--- config.mk ---
export PLATFORM = sky130hd
export DESIGN_NAME = load_store_unit
export DESIGN_NICKNAME = d
export VERILOG_FILES = /design/src/rtl/load_store_unit_pkg.sv /design/src/rtl/load_store_unit_load_align.sv /design/src/rtl/load_store_unit.sv
export SDC_FILE = /design/constraint.sdc
export NUM_CORES = 1
export LEC_CHECK = 0
export CAP_MARGIN = 25
export CORE_ASPECT_RATIO = 1.25
export CORE_MARGIN = 2
export CORE_UTILIZATION = 43
export CTS_CLUSTER_DIAMETER = 100
export DETAILED_ROUTE_END_ITERATION = 8
export PLACE_DENSITY = 0.88
export REMOVE_ABC_BUFFERS = 1
export SLEW_MARGIN = 10
export SYNTH_ARGS = -nofsm -noshare
export SYNTH_HDL_FRONTEND = slang
export SYNTH_SLANG_ARGS = --single-unit
--- constraint.sdc ---
create_clock -name clk -period 2.3 [get_ports clk]
set_clock_uncertainty 0.1 [all_clocks]
set_input_delay 0.23 -clock clk [delete_from_list [all_inputs] [get_ports clk]]
set_output_delay 0.23 -clock clk [all_outputs]
set_load 0.02 [all_outputs]
--- src/rtl/load_store_unit_pkg.sv ---
// ============================================================================
// load_store_unit_pkg : opcodes, funct3 size codes, FSM states, fault check
// Revision: 1.0
// ============================================================================
`default_nettype none

package load_store_unit_pkg;

   localparam logic [6:0] c_OP_LOAD  = 7'b0000011;
   localparam logic [6:0] c_OP_STORE = 7'b0100011;

   localparam logic [2:0] c_F3_B  = 3'b000;
   localparam logic [2:0] c_F3_H  = 3'b001;
   localparam logic [2:0] c_F3_W  = 3'b010;
   localparam logic [2:0] c_F3_BU = 3'b100;
   localparam logic [2:0] c_F3_HU = 3'b101;

   typedef enum logic [1:0] {
      S_IDLE = 2'd0,
      S_REQ  = 2'd1,
      S_DONE = 2'd2
   } lsu_state_t;

   // Unsigned sizes exist only for loads; a store with them is illegal.
   function automatic logic access_fault(input logic       is_store,
                                         input logic [2:0] f3,
                                         input logic [1:0] a);
      logic fault;
      case (f3)
         c_F3_B:  fault = 1'b0;
         c_F3_H:  fault = a[0];
         c_F3_W:  fault = (a != 2'b00);
         c_F3_BU: fault = is_store;
         c_F3_HU: fault = is_store | a[0];
         default: fault = 1'b1;
      endcase
      return fault;
   endfunction

endpackage

`default_nettype wire

--- src/rtl/load_store_unit_load_align.sv ---
// ============================================================================
// lsu_load_align : selects the addressed byte/half of a read word and extends it
// Revision: 1.0
// ============================================================================
`default_nettype none

module lsu_load_align
   import load_store_unit_pkg::*;
(
   input  logic [31:0] i_rdata,
   input  logic [1:0]  i_addr_lo,
   input  logic [2:0]  i_funct3,
   output logic [31:0] o_load_value
);

   logic [7:0]  w_byte;
   logic [15:0] w_half;

   assign w_byte = i_rdata[{i_addr_lo, 3'b000} +: 8];
   assign w_half = i_rdata[{i_addr_lo[1], 4'b0000} +: 16];

   always_comb begin
      o_load_value = i_rdata;
      case (i_funct3)
         c_F3_B:  o_load_value = {{24{w_byte[7]}}, w_byte};
         c_F3_H:  o_load_value = {{16{w_half[15]}}, w_half};
         c_F3_BU: o_load_value = {24'h000000, w_byte};
         c_F3_HU: o_load_value = {16'h0000, w_half};
         default: o_load_value = i_rdata;
      endcase
   end

endmodule

`default_nettype wire

--- src/rtl/load_store_unit.sv ---
// ============================================================================
// load_store_unit : LOAD/STORE sequencer for a word-addressed valid/ready memory
// Revision: 1.0
// ============================================================================
`default_nettype none

module load_store_unit
   import load_store_unit_pkg::*;
#(
   parameter int TIMEOUT_CYC = 255
)(
   input  logic        clk,
   input  logic        rst,
   input  logic        i_start,
   input  logic [6:0]  i_opcode,
   input  logic [2:0]  i_funct3,
   input  logic [31:0] i_addr,
   input  logic [31:0] i_store_data,
   output logic        o_mem_req,
   output logic        o_mem_we,
   output logic [31:0] o_mem_addr,
   output logic [3:0]  o_mem_wstrb,
   output logic [31:0] o_mem_wdata,
   input  logic        i_mem_ready,
   input  logic [31:0] i_mem_rdata,
   output logic [31:0] o_load_data,
   output logic        o_busy,
   output logic        o_done,
   output logic        o_err
);

   localparam int CW = (TIMEOUT_CYC > 1) ? $clog2(TIMEOUT_CYC + 1) : 1;

   lsu_state_t      r_state;
   logic            r_is_store;
   logic [2:0]      r_funct3;
   logic [1:0]      r_addr_lo;
   logic [CW-1:0]   r_cnt;

   logic            w_is_load;
   logic            w_is_store;
   logic            w_fault;
   logic [3:0]      w_wstrb;
   logic [31:0]     w_wdata;
   logic [31:0]     w_load_value;

   assign w_is_load  = (i_opcode == c_OP_LOAD);
   assign w_is_store = (i_opcode == c_OP_STORE);
   assign w_fault    = access_fault(w_is_store, i_funct3, i_addr[1:0]);
   assign o_busy     = (r_state != S_IDLE);

   always_comb begin
      w_wstrb = 4'b0000;
      w_wdata = i_store_data;
      case (i_funct3)
         c_F3_B: begin
            w_wstrb = 4'b0001 << i_addr[1:0];
            w_wdata = {4{i_store_data[7:0]}};
         end
         c_F3_H: begin
            w_wstrb = 4'b0011 << {i_addr[1], 1'b0};
            w_wdata = {2{i_store_data[15:0]}};
         end
         c_F3_W:  w_wstrb = 4'b1111;
         default: w_wstrb = 4'b0000;
      endcase
   end

   lsu_load_align u_load_align (
      .i_rdata      (i_mem_rdata),
      .i_addr_lo    (r_addr_lo),
      .i_funct3     (r_funct3),
      .o_load_value (w_load_value)
   );

   always_ff @(posedge clk) begin
      if (rst) begin
         r_state     <= S_IDLE;
         r_is_store  <= 1'b0;
         r_funct3    <= 3'b000;
         r_addr_lo   <= 2'b00;
         r_cnt       <= '0;
         o_mem_req   <= 1'b0;
         o_mem_we    <= 1'b0;
         o_mem_addr  <= 32'h0;
         o_mem_wstrb <= 4'h0;
         o_mem_wdata <= 32'h0;
         o_load_data <= 32'h0;
         o_done      <= 1'b0;
         o_err       <= 1'b0;
      end else begin
         o_done <= 1'b0;
         case (r_state)
            S_IDLE: begin
               if (i_start && (w_is_load || w_is_store)) begin
                  r_is_store <= w_is_store;
                  r_funct3   <= i_funct3;
                  r_addr_lo  <= i_addr[1:0];
                  r_cnt      <= '0;
                  o_mem_we   <= w_is_store;
                  o_mem_addr <= {i_addr[31:2], 2'b00};
                  o_mem_wdata <= w_wdata;
                  o_err      <= 1'b0;
                  if (w_fault) begin
                     // Faulting requests never reach memory.
                     o_mem_wstrb <= 4'h0;
                     o_done      <= 1'b1;
                     o_err       <= 1'b1;
                     r_state     <= S_DONE;
                  end else begin
                     o_mem_wstrb <= w_is_store ? w_wstrb : 4'h0;
                     o_mem_req   <= 1'b1;
                     r_state     <= S_REQ;
                  end
               end
            end
            S_REQ: begin
               if (i_mem_ready) begin
                  o_mem_req <= 1'b0;
                  o_done    <= 1'b1;
                  r_state   <= S_DONE;
                  if (!r_is_store) begin
                     o_load_data <= w_load_value;
                  end
               end else if ((TIMEOUT_CYC != 0) && (32'(r_cnt) == TIMEOUT_CYC - 1)) begin
                  o_mem_req <= 1'b0;
                  o_done    <= 1'b1;
                  o_err     <= 1'b1;
                  r_state   <= S_DONE;
               end else begin
                  r_cnt <= r_cnt + 1'b1;
               end
            end
            S_DONE:  r_state <= S_IDLE;
            default: r_state <= S_IDLE;
         endcase
      end
   end

endmodule

`default_nettype wire

==> summary.txt <==
Run status
  • Outcome: finished, final reports clean

Cells and area
  • Number of antenna diodes: 0
  • Fillers: 970
  • Layout cells sized above 1: 10.5%
  • Area Overhead vs Synth: 59.2%
  • Util after Layout: 69.6%
  • Final Non-Filler Cells: 1024
  • Final #Nets: 960

Synth
  • Seq cells post-synth: around 120
  • Cell taking the most area after synthesis: dfxtp_1
  • Area fraction of the dominant cell type after synthesis: between 40 and 50%
  • EDFF count, synth: 0
  • Synth Cell Area: about 5300 um2
  • Yosys cell types: 50
  • Post-Syn Area per Cell: 8.31 um2
  • Commonest register cell after synthesis: dfxtp_1
  • Yosys warning count: 0
  • Dominant cells by area after synthesis: dfxtp_1, nand2_1, a21oi_1
  • Cells after Synth: 634
  • Post-synthesis sequential area ratio: 44.4%
  • Async SR Flop Fraction: 0%

Die
  • Core Box Area: 12000 um2
  • Initial Util: 43.7%
  • I/O pin cnt: 215
  • Die W: 103 um
  • Die height: 128 um
  • Standard-cell row count: 45
  • Die area: 13200 um2

Clock network
  • Setup bufs post-CTS: 0
  • Num CTS Buffers: 17
  • CTS Hold Bufs: 0
  • Htree depth: 4
  • Worst skew pair latency: 0.40 ns
  • CTS clock-pin slew for the worst setup and hold paths: around 0.05 ns
  • Resized cells post-CTS: 0
  • Clock Tree Root: clkbuf_16
  • CTS Sinks: between 100 and 150
  • CTS max path bufs: 2
  • TritonCTS clock tree: yes

Pwr
  • Net switching power figure: 1.06 mW
  • Leakage power figure: between 2 and 3 nW
  • Largest vdd supply drop: 0.497 mV
  • Internal: 4.39 mW
  • Final Total Pwr: 5.45 mW
  • Net Sw Frac: 19.5%
  • Power density cells: ~650 nW/um2
  • Clock share of power: 55.0%
  • Flop pwr share: a little under two fifths
  • Comb pwr share: 7.6%

Detailed routing
  • Drt pass-1 iters: 6
  • First-iteration detailed-routing DRC count: roughly 270
  • Residual DRC count: 0
  • Avg WL per Cell: 15.0 um
  • Post-DR vias/cell: 5.24
  • Vias: 5366
  • Remaining antenna violation count: 0
  • Final wirelength: ~15000 um

Setup path
  • Critical-path top delay cell: clkdlybuf4s50_1
  • Kind of critical path: reg -> out
  • WP data required: 1.97 ns
  • Largest stage delay, worst path: 0.60 ns
  • CP delay by family, top: buffers and inverters
  • Critical Path, Cell by Cell: or2_4, clkdlybuf4s50_1
  • Startpoint types: register
  • CP max FO: 6
  • CP bufs+invs: 1
  • Crit path DAT: roughly 1.7 ns
  • Worst setup EP type: primary output

STA
  • Hold Fails Final Rpt: 0
  • Slew HR: 62.3%
  • Final setup viols: 0
  • Final period util: 86.2%
  • Minimum clock period: 1.98 ns
  • Peak Freq: 0.504 GHz
  • RSZ-0062 raised after global routing: false
  • Worst Tran Pin Value: 0.564 ns
  • Max-slew violations: 0

Global route
  • Total global routing overflow: 0
  • First-pass GRT wire length: 24300 um
  • Largest net degree at the start of global routing: 59
  • Vias in the first global route: 5043
  • Initial antenna violation count: 0
  • Gr usage total: 23.2%

Placed design
  • Port bufs: 212
  • Total placed cells including tap cells: 993
  • Routability congestion estimate: 0.850
  • Detailed Place HPWL: 11100 um

Flow run
  • Max Cap Violations: 0

Worst hold path
  • Hold crit path type: in -> reg
cell usage after synthesis (all sizes together) (4+ instances only):
master and count:
a21oi 76, nand3b 9, a211oi 43, nand2 140
a311oi 8, o211ai 11, or2 5, clkbuf 37
mux2i 18, inv 4, a2bb2oi 7, o21ai 21
dfxtp 117, a22o 4, nand2b 6, buf 15
nor4bb 8, mux2 14, nor2 50
final timing paths:
check	from	to	slack [ns]	cells after the start
max	r_state[1]$_SDFFE_PP0P_	o_busy	0.32	2
min	rst	o_mem_wdata[7]$_SDFFE_PP0P_	0.14	2
max reg2reg	r_state[1]$_SDFFE_PP0P_	o_mem_wstrb[2]$_SDFFE_PP0P_	0.32	4
min reg2reg	o_mem_addr[28]$_SDFFE_PP0P_	o_mem_addr[28]$_SDFFE_PP0P_	0.35	2
area by class of cell:
| type | count | area [um2] | area share [%] |
|---|---|---|---|
| multi-input combinational | 462 | 2700 | 32.2 |
| timing repair buffer | 246 | 2450 | 29.2 |
| sequential | 117 | 2340 | 27.9 |
| clock buffer | 22 | 474 | 5.65 |
| tap | 164 | 205 | 2.45 |
| clock inverter | 9 | 198 | 2.36 |
| inverter | 4 | 15.0 | 0.179 |
worst reg2reg max path: stages, from the launching register on:
cell and delay [ns]:
dfxtp_1 0.37, or2_4 0.28, or4_4 0.60, nor4_4 0.38, a22o_1 0.19
stage by stage:
stage | instance area (um2) | hold WS [ns] | TNS [ns] | setup WS [ns]
2_1_floorplan | 5050 | 0.199 | -118.57 | -1.53
3_5_place_dp | 7720 | 0.345 | -0.0934 | -0.0252
6_report | 8390 | 0.141 | 0 | 0.317
3_3_place_gp | 7720 | 0.341 | 0 | 0.0222
5_1_grt | 8390 | 0.145 | 0 | 0.235
4_1_cts | 8390 | 0.122 | 0 | 0.298
cell usage in the layout, fill, tap and decap left out, drive strengths merged, types with 7 or more instances in the layout:
master | Yosys | final
clkdlybuf4s50 | 0 | 211
buf | 15 | 35
a2bb2oi | 7 | 7
mux2 | 14 | 14
nand2 | 140 | 140
nor4bb | 8 | 8
o21ai | 21 | 21
a311oi | 8 | 8
nor2 | 50 | 50
a211oi | 43 | 43
mux2i | 18 | 18
nand3b | 9 | 9
a21oi | 76 | 76
clkbuf | 37 | 22
o211ai | 11 | 11
dfxtp | 117 | 117
metal layers:
metal | vias up | global-route usage (%) | routed length [um]
li1 | 2652 | - | -
met1 | 2505 | 25.8 | 6160
met2 | 190 | 39.8 | 7720
met3 | 19 | 8.62 | 1280
met4 | 0 | 8.67 | 246
met5 | - | 0 | 0
cells by family after synthesis:
family,count (synthesis),share of synthesized area [%]
simple gates,241,21.2
compound gates,180,21.7
flops,117,44.4
buf+inv,56,4.61
mux,33,6.84
xor+xnor,4,0.665
fa+ha+maj,2,0.475
other cells,1,0.0712
power by group through the flow:
| stage | clock network [mW] | registers (mW) | logic (mW) |
|---|---|---|---|
| 2_1_floorplan | 0 | 2.09 | 0.101 |
| 3_3_place_gp | 0 | 2.08 | 0.407 |
| 3_5_place_dp | 0 | 2.08 | 0.410 |
| 4_1_cts | 3.05 | 2.04 | 0.413 |
| 5_1_grt | 3.14 | 2.04 | 0.444 |
| 6_report | 3.00 | 2.04 | 0.414 |
state kept, by name, summed over array words and instances, names as in the netlist:
name / flops
r_funct3: 3
r_state: 2
o_err: 1
r_addr_lo: 2
o_done: 1
o_load_data: 32
o_mem_wstrb: 4
r_cnt: 8
o_mem_wdata: 32
r_is_store: 1
o_mem_addr: 30
o_mem_req: 1
Note: power is estimated with default switching activity, not from simulation.
